**config.mk**
```make
export PLATFORM = sky130hd
export DESIGN_NAME = pc_fetch_stage
export DESIGN_NICKNAME = d
export VERILOG_FILES = /design/src/rtl/fetch_pkg.sv /design/src/rtl/pc_fetch_if_id_reg.sv /design/src/rtl/pc_fetch_stage.sv
export SDC_FILE = /design/constraint.sdc
export NUM_CORES = 1
export LEC_CHECK = 0
export BUFFER_PORTS_ARGS = -buffer_cell sky130_fd_sc_hd__buf_2
export CORE_ASPECT_RATIO = 0.9
export CORE_UTILIZATION = 30
export CTS_BUF_LIST = sky130_fd_sc_hd__clkbuf_4
export CTS_CLUSTER_DIAMETER = 120
export DETAILED_ROUTE_END_ITERATION = 16
export HOLD_SLACK_MARGIN = 0.1
export PLACE_DENSITY_LB_ADDON = 0.1
export SLEW_MARGIN = 15
export SYNTH_ARGS = -nofsm -noshare
export SYNTH_HDL_FRONTEND = slang
export SYNTH_SLANG_ARGS = --single-unit
```
**constraint.sdc**
```tcl
create_clock -name Clk -period 5.15 [get_ports Clk]
set_clock_uncertainty 0.1 [all_clocks]
set_input_delay 0.7725 -clock Clk [delete_from_list [all_inputs] [get_ports Clk]]
set_output_delay 0.7725 -clock Clk [all_outputs]
set_load 0.02 [all_outputs]
```
**src/rtl/fetch_pkg.sv**
```systemverilog
// Shared definitions for the instruction-fetch stage: FSM state codes,
// the bubble instruction word, the word size and a target alignment helper.
package fetch_pkg;

  localparam logic [1:0] S_IDLE  = 2'd0;
  localparam logic [1:0] S_FETCH = 2'd1;
  localparam logic [1:0] S_REDIR = 2'd2;

  localparam logic [31:0] NOP_INSTR  = 32'h0000_0000;
  localparam logic [31:0] WORD_BYTES = 32'd4;

  // Branch/jump targets are forced onto a word boundary before use.
  function automatic logic [31:0] wordAlign(input logic [31:0] addr);
    return {addr[31:2], 2'b00};
  endfunction

endpackage

```
**src/rtl/pc_fetch_if_id_reg.sv**
```systemverilog
// IF/ID pipeline register. A bubble overrides a load; with neither
// asserted the register holds its contents (used for hazard stalls).
module if_id_reg import fetch_pkg::*; #(
  parameter logic [31:0] NOP = NOP_INSTR
) (
  input  logic        clk,
  input  logic        rst,
  input  logic        load,
  input  logic        bubble,
  input  logic [31:0] nextPc4,
  input  logic [31:0] nextInstr,
  input  logic        nextValid,
  output logic [31:0] pc4,
  output logic [31:0] instr,
  output logic        valid
);

  // Bubble, load or hold the decode-stage instruction slot.
  always_ff @(posedge clk or posedge rst) begin
    if (rst) begin
      pc4   <= 32'h0;
      instr <= NOP;
      valid <= 1'b0;
    end else if (bubble) begin
      pc4   <= 32'h0;
      instr <= NOP;
      valid <= 1'b0;
    end else if (load) begin
      pc4   <= nextPc4;
      instr <= nextInstr;
      valid <= nextValid;
    end
  end

endmodule

```
**src/rtl/pc_fetch_stage.sv**
```systemverilog
// Program counter and instruction-fetch stage of the pipelined MIPS datapath.
// The instruction memory answers one cycle after an enabled request, so the
// address of last cycle's request is remembered (reqPc/reqValid) and paired
// with IMemData when IF/ID is loaded. A redirect squashes the in-flight
// request and spends one cycle (S_REDIR) issuing the target.
// Optional build macro FETCH_PERF_CNT_EN adds fetch/squash/stall counters.
module pc_fetch_stage import fetch_pkg::*; #(
  parameter logic [31:0] RESET_PC  = 32'h0000_0000,
  parameter logic [31:0] NOP_INSTR = fetch_pkg::NOP_INSTR
) (
  input  logic        Clk,
  input  logic        Reset,
  input  logic        Stall,
  input  logic        Redirect,
  input  logic [31:0] TargetAddr,
  input  logic [31:0] IMemData,
  output logic [31:0] IMemAddr,
  output logic        IMemEn,
  output logic [31:0] IF_ID_PC4,
  output logic [31:0] IF_ID_Instr,
  output logic        IF_ID_Valid,
  output logic        Misalign
`ifdef FETCH_PERF_CNT_EN
  ,
  output logic [31:0] FetchCount,
  output logic [15:0] SquashCount,
  output logic [15:0] StallCount
`endif
);

  logic [1:0]  state;
  logic [31:0] pc;
  logic [31:0] reqPc;
  logic        reqValid;
  logic        misalignReg;

  logic        active;
  logic        takeRedirect;
  logic        takeStall;
  logic        advance;
  logic        ifLoad;
  logic        ifBubble;

  // Decode this cycle's action: redirect beats stall beats advance; the
  // idle cycle after reset ignores both and only primes the pipeline.
  always_comb begin
    active       = (state != S_IDLE);
    takeRedirect = active & Redirect;
    takeStall    = active & ~Redirect & Stall;
    advance      = active & ~Redirect & ~Stall;
    ifLoad       = advance & (state == S_FETCH);
    ifBubble     = (state == S_IDLE) | takeRedirect | (advance & (state == S_REDIR));
  end

  assign IMemAddr = pc;
  assign IMemEn   = advance;
  assign Misalign = misalignReg;

  // PC, outstanding-request tracking and FSM sequencing.
  always_ff @(posedge Clk or posedge Reset) begin
    if (Reset) begin
      state    <= S_IDLE;
      pc       <= RESET_PC;
      reqPc    <= 32'h0;
      reqValid <= 1'b0;
    end else if (state == S_IDLE) begin
      state <= S_FETCH;
    end else if (takeRedirect) begin
      pc       <= wordAlign(TargetAddr);
      reqValid <= 1'b0;
      state    <= S_REDIR;
    end else if (advance) begin
      reqPc    <= pc;
      reqValid <= 1'b1;
      pc       <= pc + WORD_BYTES;
      state    <= S_FETCH;
    end
  end

  // One-cycle flag for an accepted target with low address bits set.
  always_ff @(posedge Clk or posedge Reset) begin
    if (Reset) begin
      misalignReg <= 1'b0;
    end else begin
      misalignReg <= takeRedirect & (TargetAddr[1:0] != 2'b00);
    end
  end

  if_id_reg #(
    .NOP(NOP_INSTR)
  ) ifIdReg (
    .clk      (Clk),
    .rst      (Reset),
    .load     (ifLoad),
    .bubble   (ifBubble),
    .nextPc4  (reqPc + WORD_BYTES),
    .nextInstr(IMemData),
    .nextValid(reqValid),
    .pc4      (IF_ID_PC4),
    .instr    (IF_ID_Instr),
    .valid    (IF_ID_Valid)
  );

`ifdef FETCH_PERF_CNT_EN
  // Free-running event counters; they wrap without saturating.
  always_ff @(posedge Clk or posedge Reset) begin
    if (Reset) begin
      FetchCount  <= 32'h0;
      SquashCount <= 16'h0;
      StallCount  <= 16'h0;
    end else begin
      if (ifLoad & reqValid) begin
        FetchCount <= FetchCount + 32'd1;
      end
      if (takeRedirect | (advance & (state == S_REDIR))) begin
        SquashCount <= SquashCount + 16'd1;
      end
      if (takeStall) begin
        StallCount <= StallCount + 16'd1;
      end
    end
  end
`endif

endmodule
```
### Yosys cells after proc, flatten, opt, wreduce, memory -nomap -nowiden

Cells that the tools add are included.

| storage, ports and cells | value |
|---|---|
| logic and storage cells | 45 |
| output and inout bits | 99 |
| input bits | 68 |
| flip-flop bits (word level) | 133 |

| operators by class | value |
|---|---|
| bitwise logic cells | 12 |
| $add $sub $neg | 2 |
| reductions and logical operators | 8 |
| eq/ne operators | 2 |
| multiplexer cells | 13 |

Operator list:

| kind | number |
|---|---|
| 32-bit 2-to-1 mux | 6 |
| 32-bit by 3-bit adder with 32-bit output (second input constant) | 2 |
| 2-bit nonzero test | 4 |
| 1-bit bitwise AND | 6 |
| 2-bit 2-to-1 mux | 3 |
| 1-bit 2-to-1 mux | 4 |
| 1-bit NOT | 4 |
| 3-bit AND reduction | 1 |
| 3-bit nonzero test | 1 |
| 2-bit by 1-bit == test with 1-bit output (second input constant) | 1 |
| 2-bit == test (second input constant) | 1 |
| 2-bit logical NOT | 1 |
| 1-bit OR | 2 |
| 2-bit AND reduction | 1 |

### Depth between registers and ports, before layout

| depth | value |
|---|---|
| depth after elaboration | 6 |
| depth in mapped cells | 8 |

### Modules after synthesis

A second synthesis with hierarchy kept.

| second synthesis, totals | value |
|---|---|
| cell total of the unflattened synthesis | 654 |
| area total of the unflattened synthesis | 6,427.4 um^2 |

By module, submodules not included:

| module | times used | seq. area each (um^2) | area an instance (um^2) | cells each |
|---|---|---|---|---|
| pc_fetch_stage | 1 | 1,601.5 | 3,756.1 | 444 |
| if_id_reg | 1 | 1,626.6 | 2,671.3 | 210 |

### Worst setup path before layout

OpenSTA, ideal clock, no wires.

| path | value |
|---|---|
| path kind | input port to output port |
| from | in Stall |
| to | out IMemEn |
| stages | 5 |
| path buffers | 3 |
| data arrival time | 1.623 ns |
| slack | 2.654 ns |
| cells stage by stage | o21ba_2 buf_6 and2_0 clkbuf_1 buf_4 |

| on the way | value |
|---|---|
| longest elaborated chain between the ends | 2 |

RTL lines:

| element | RTL line | source |
|---|---|---|
| from (decl) | pc_fetch_stage.sv:13 | `input logic Stall,` |
| 1-bit NOT | pc_fetch_stage.sv:50 | `advance = active & ~Redirect & ~Stall;` |
| 1-bit bitwise AND | pc_fetch_stage.sv:50 |  |
| to (decl) | pc_fetch_stage.sv:18 | `output logic IMemEn,` |

Every way passes these cells.

### Worst setup path in the final report

| path | value |
|---|---|
| from | reg state[1] |
| to | out IMemEn |

| on the way | value |
|---|---|
| longest elaborated chain between the ends | 3 |

RTL lines:

| element | RTL line | source |
|---|---|---|
| from (decl) | pc_fetch_stage.sv:31 | `logic [1:0] state;` |
| from (signal assigned) | pc_fetch_stage.sv:62 | `state <= S_IDLE;` |
| from (signal assigned) | pc_fetch_stage.sv:67 | `state <= S_FETCH;` |
| from (signal assigned) | pc_fetch_stage.sv:71 | `state <= S_REDIR;` |
| 2-bit nonzero test | pc_fetch_stage.sv:47 | `active = (state != S_IDLE);` |
| 1-bit bitwise AND (2 in series) | pc_fetch_stage.sv:50 |  |

Every way passes these cells.

==> qor.yml <==
place:
  place_hpwl_um: 11000
  gp_congestion: 0.773
  dp_slack_ps: 1890
  port_buffers: 164
  placed_cell_area_um2: 6860
setup_path:
  cp-end-kind: "output pin"
  cp-start-kind: "flip-flop"
  required_ps: 4280
  worstPathArrival_ps: 2530
  critical_path_class: "flip-flop to output pin"
  worstPathMaxFanout: 63
cts:
  post_cts_buffers: 0
  ctsHoldBuffers: 0
  postCtsResizedCells: 0
  cts_tree: "yes"
  numCtsBuffers: 17
  root_buffer: "clkbuf_4"
  cts_buffer_depth: 2
  clock_sinks: 128
  cts_max_level: 4
  cts.clk_slew.worst_paths_ps: 120
  clk_latency_ps: 510
power:
  switching_share: 0.342
  leakagePower_nw: 3.33
  totalPowerFinal_mw: 3.05
  ir_worst_vdd_mv: 0.138
  p_seq_frac: 0.470
  power_density_nw_per_um2: 420
  clkPwrFrac: 0.301
  power_frac_comb: 0.229
  power_switching_mw: 1.04
  p_int_mw: 2.01
synth:
  async_flop_share: 1.00
  yosysTopAreaCellShare: 0.550
  synthTopCellsByCount: "128 x dfrtp_1, 49 x nand2_1, 41 x nor2_1, 34 x a22o_1, 33 x xnor2_1"
  ys.flop_type: "dfrtp_1"
  synth_cells: 531
  synth_area_leaders: "dfrtp_1 55%, mux2_2 5.6%, a22o_1 5.1%, xnor2_1 5.0%, xor2_1 3.5%"
  yosys.cell_types.count: 44
  synth_enable_flop_cells: 0
  synth_area_leader_cell: "dfrtp_1"
  ys_seq_area_frac: 0.550
  ys_seq_elements: 128
  yosysMostFrequentCell: "dfrtp_1"
  synth_area_um2: 5820
  syn_avg_cell_area_um2: 11.0
  ys_warn_count: 0
cells_and_area:
  drive_above_1_share: 0.348
  fin_util: 0.388
  areaGrowthSynthToFinish_pct: 24.7
  final_cell_area_um2: 7250
  final_nets: 759
sta:
  fin_crit_ps: 3410
  post-route-period-util: 0.661
  setup_viol: 0
  worst_pin_slew_ps: 943
  setup_tns_ps: 0
  hold_viol: 0
  rsz0062_at_grt: "no"
  slew_headroom: 0.369
  max_freq_mhz: 294
  timing.final.ws_setup_ps: 1740
  slew_viol_final: 0
floorplan:
  die-width_um: 149
  coreArea_um2: 18700
  initial_core_util: 0.311
  num_io_pins: 167
  die_area_um2: 20000
  rows: 47
  die_y_um: 134
route:
  ant_nets: 0
  first_pass_iters: 4
  remaining_drc_errors: 0
  viasPerCell: 4.74
  wl_um: 15100
  avgRoutedWirePerCell_um: 16.0
  dr_total_vias: 4491
  drt_iter0_markers: 203
run:
  max_cap_violations: 0
global_route:
  grt_pass1_vias: 4446
  grt_overflow: 0
  antenna_found_initial: 1
  grt_pass1_wl_um: 24500
  grt_max_degree: 64
  grtUsageTotal: 0.159
status:
  status: "complete, no violations"
hold_path:
  hp-class: "input port to async pin"
cell families after synthesis:
| logic type | share of synthesized area |
|---|---|
| flip-flops | 0.550 |
| XOR/XNOR | 0.0843 |
| AO/OA/AOI/OAI | 0.109 |
| buffers and inverters | 0.0338 |
| multiplexers | 0.0598 |
| AND/OR/NAND/NOR | 0.158 |
| other | 0.000644 |
| adder cells (fa/ha/maj) | 0.00430 |
registers in the layout, indices dropped and copies added, names as in the netlist:
register,count
ifIdReg.valid,1
ifIdReg.pc4,31
reqPc,30
IMemAddr,30
reqValid,1
state,2
ifIdReg.instr,32
Misalign,1
path summary, 6_finish.rpt:
check / start / end / slack, ps / cells after the start
max in group asynchronous: Reset / reqPc[14]$_DFFE_PP0P_ / 3680 / 3
min in group Clk: TargetAddr[0] / Misalign$_DFF_PP0_ / 370 / 3
worst min-delay path: Reset / ifIdReg.instr[2]$_DFFE_PP0P_ / 190 / 2
worst max register to register: IMemAddr[5]$_DFFE_PP0P_ / IMemAddr[31]$_DFFE_PP0P_ / 2450 / 5
worst min register to register: ifIdReg.pc4[13]$_DFFE_PP0P_ / ifIdReg.pc4[13]$_DFFE_PP0P_ / 390 / 2
worst max-delay path: state[1]$_DFFE_PP0P_ / IMemEn / 1740 / 5
cells in the final DEF, fill, tap and decap left out, types with 2 or more instances in the layout:
cell	Yosys	routed
buf_4	6	6
buf_2	3	164
conb_1	1	2
nor4_2	2	2
bufinv_16	0	7
and3_1	6	6
nor3_1	10	10
nor2_1	41	41
clkbuf_4	0	17
o21ai_0	29	29
nand2_1	49	49
ha_1	2	2
and4_1	4	4
xor2_1	23	23
mux2_2	29	29
clkinv_2	0	2
clkinvlp_4	0	2
a22o_1	34	34
a21oi_1	30	29
nand3_1	23	23
xnor2_1	33	33
nand4_1	15	15
dfrtp_1	128	128
clkinv_4	0	3
and2_1	1	2
inv_1	7	6
nor4_1	12	12
critical path, stage by stage, from the launching register on:
cell	delay [ps]
dfrtp_1	510
o21ai_4	180
buf_4	500
and2_1	220
buf_4	350
buf_2	240
per-layer routing:
metal | share of wire | global-route usage | routed length [um]
met5 | 0 | 0 | 0
met1 | 0.52 | 0.239 | 7830
met2 | 0.42 | 0.223 | 6350
met3 | 0.053 | 0.0415 | 805
met4 | 0.0093 | 0.0442 | 140
power groups by stage:
| stage | Combinational (mW) | Sequential, mW | Clock, mW |
|---|---|---|---|
| final | 0.699 | 1.43 | 0.917 |
| after global routing | 0.778 | 1.47 | 0.995 |
| after CTS | 0.712 | 1.43 | 0.949 |
| after floorplan | 0.430 | 1.45 | 0 |
| after global placement | 0.699 | 1.44 | 0 |
| after detailed placement | 0.709 | 1.45 | 0 |
per-stage QoR:
stage                     hold WS (ps)  cells
final                              185    948
after global routing               162    948
after CTS                          137    947
after detailed placement           366    915
after global placement             367    915
after floorplan                    364    532
cell type report:
type	instances	area, um^2
fillers	1880	11400
flip-flops and latches	128	3200
clock inverters	15	265
clock buffers	17	128
multi-input cells	365	2450
diodes	1	2.50
well taps	245	307
inverters	7	28.8
repair buffers	170	866
Note: power is estimated with default switching activity, not from simulation.
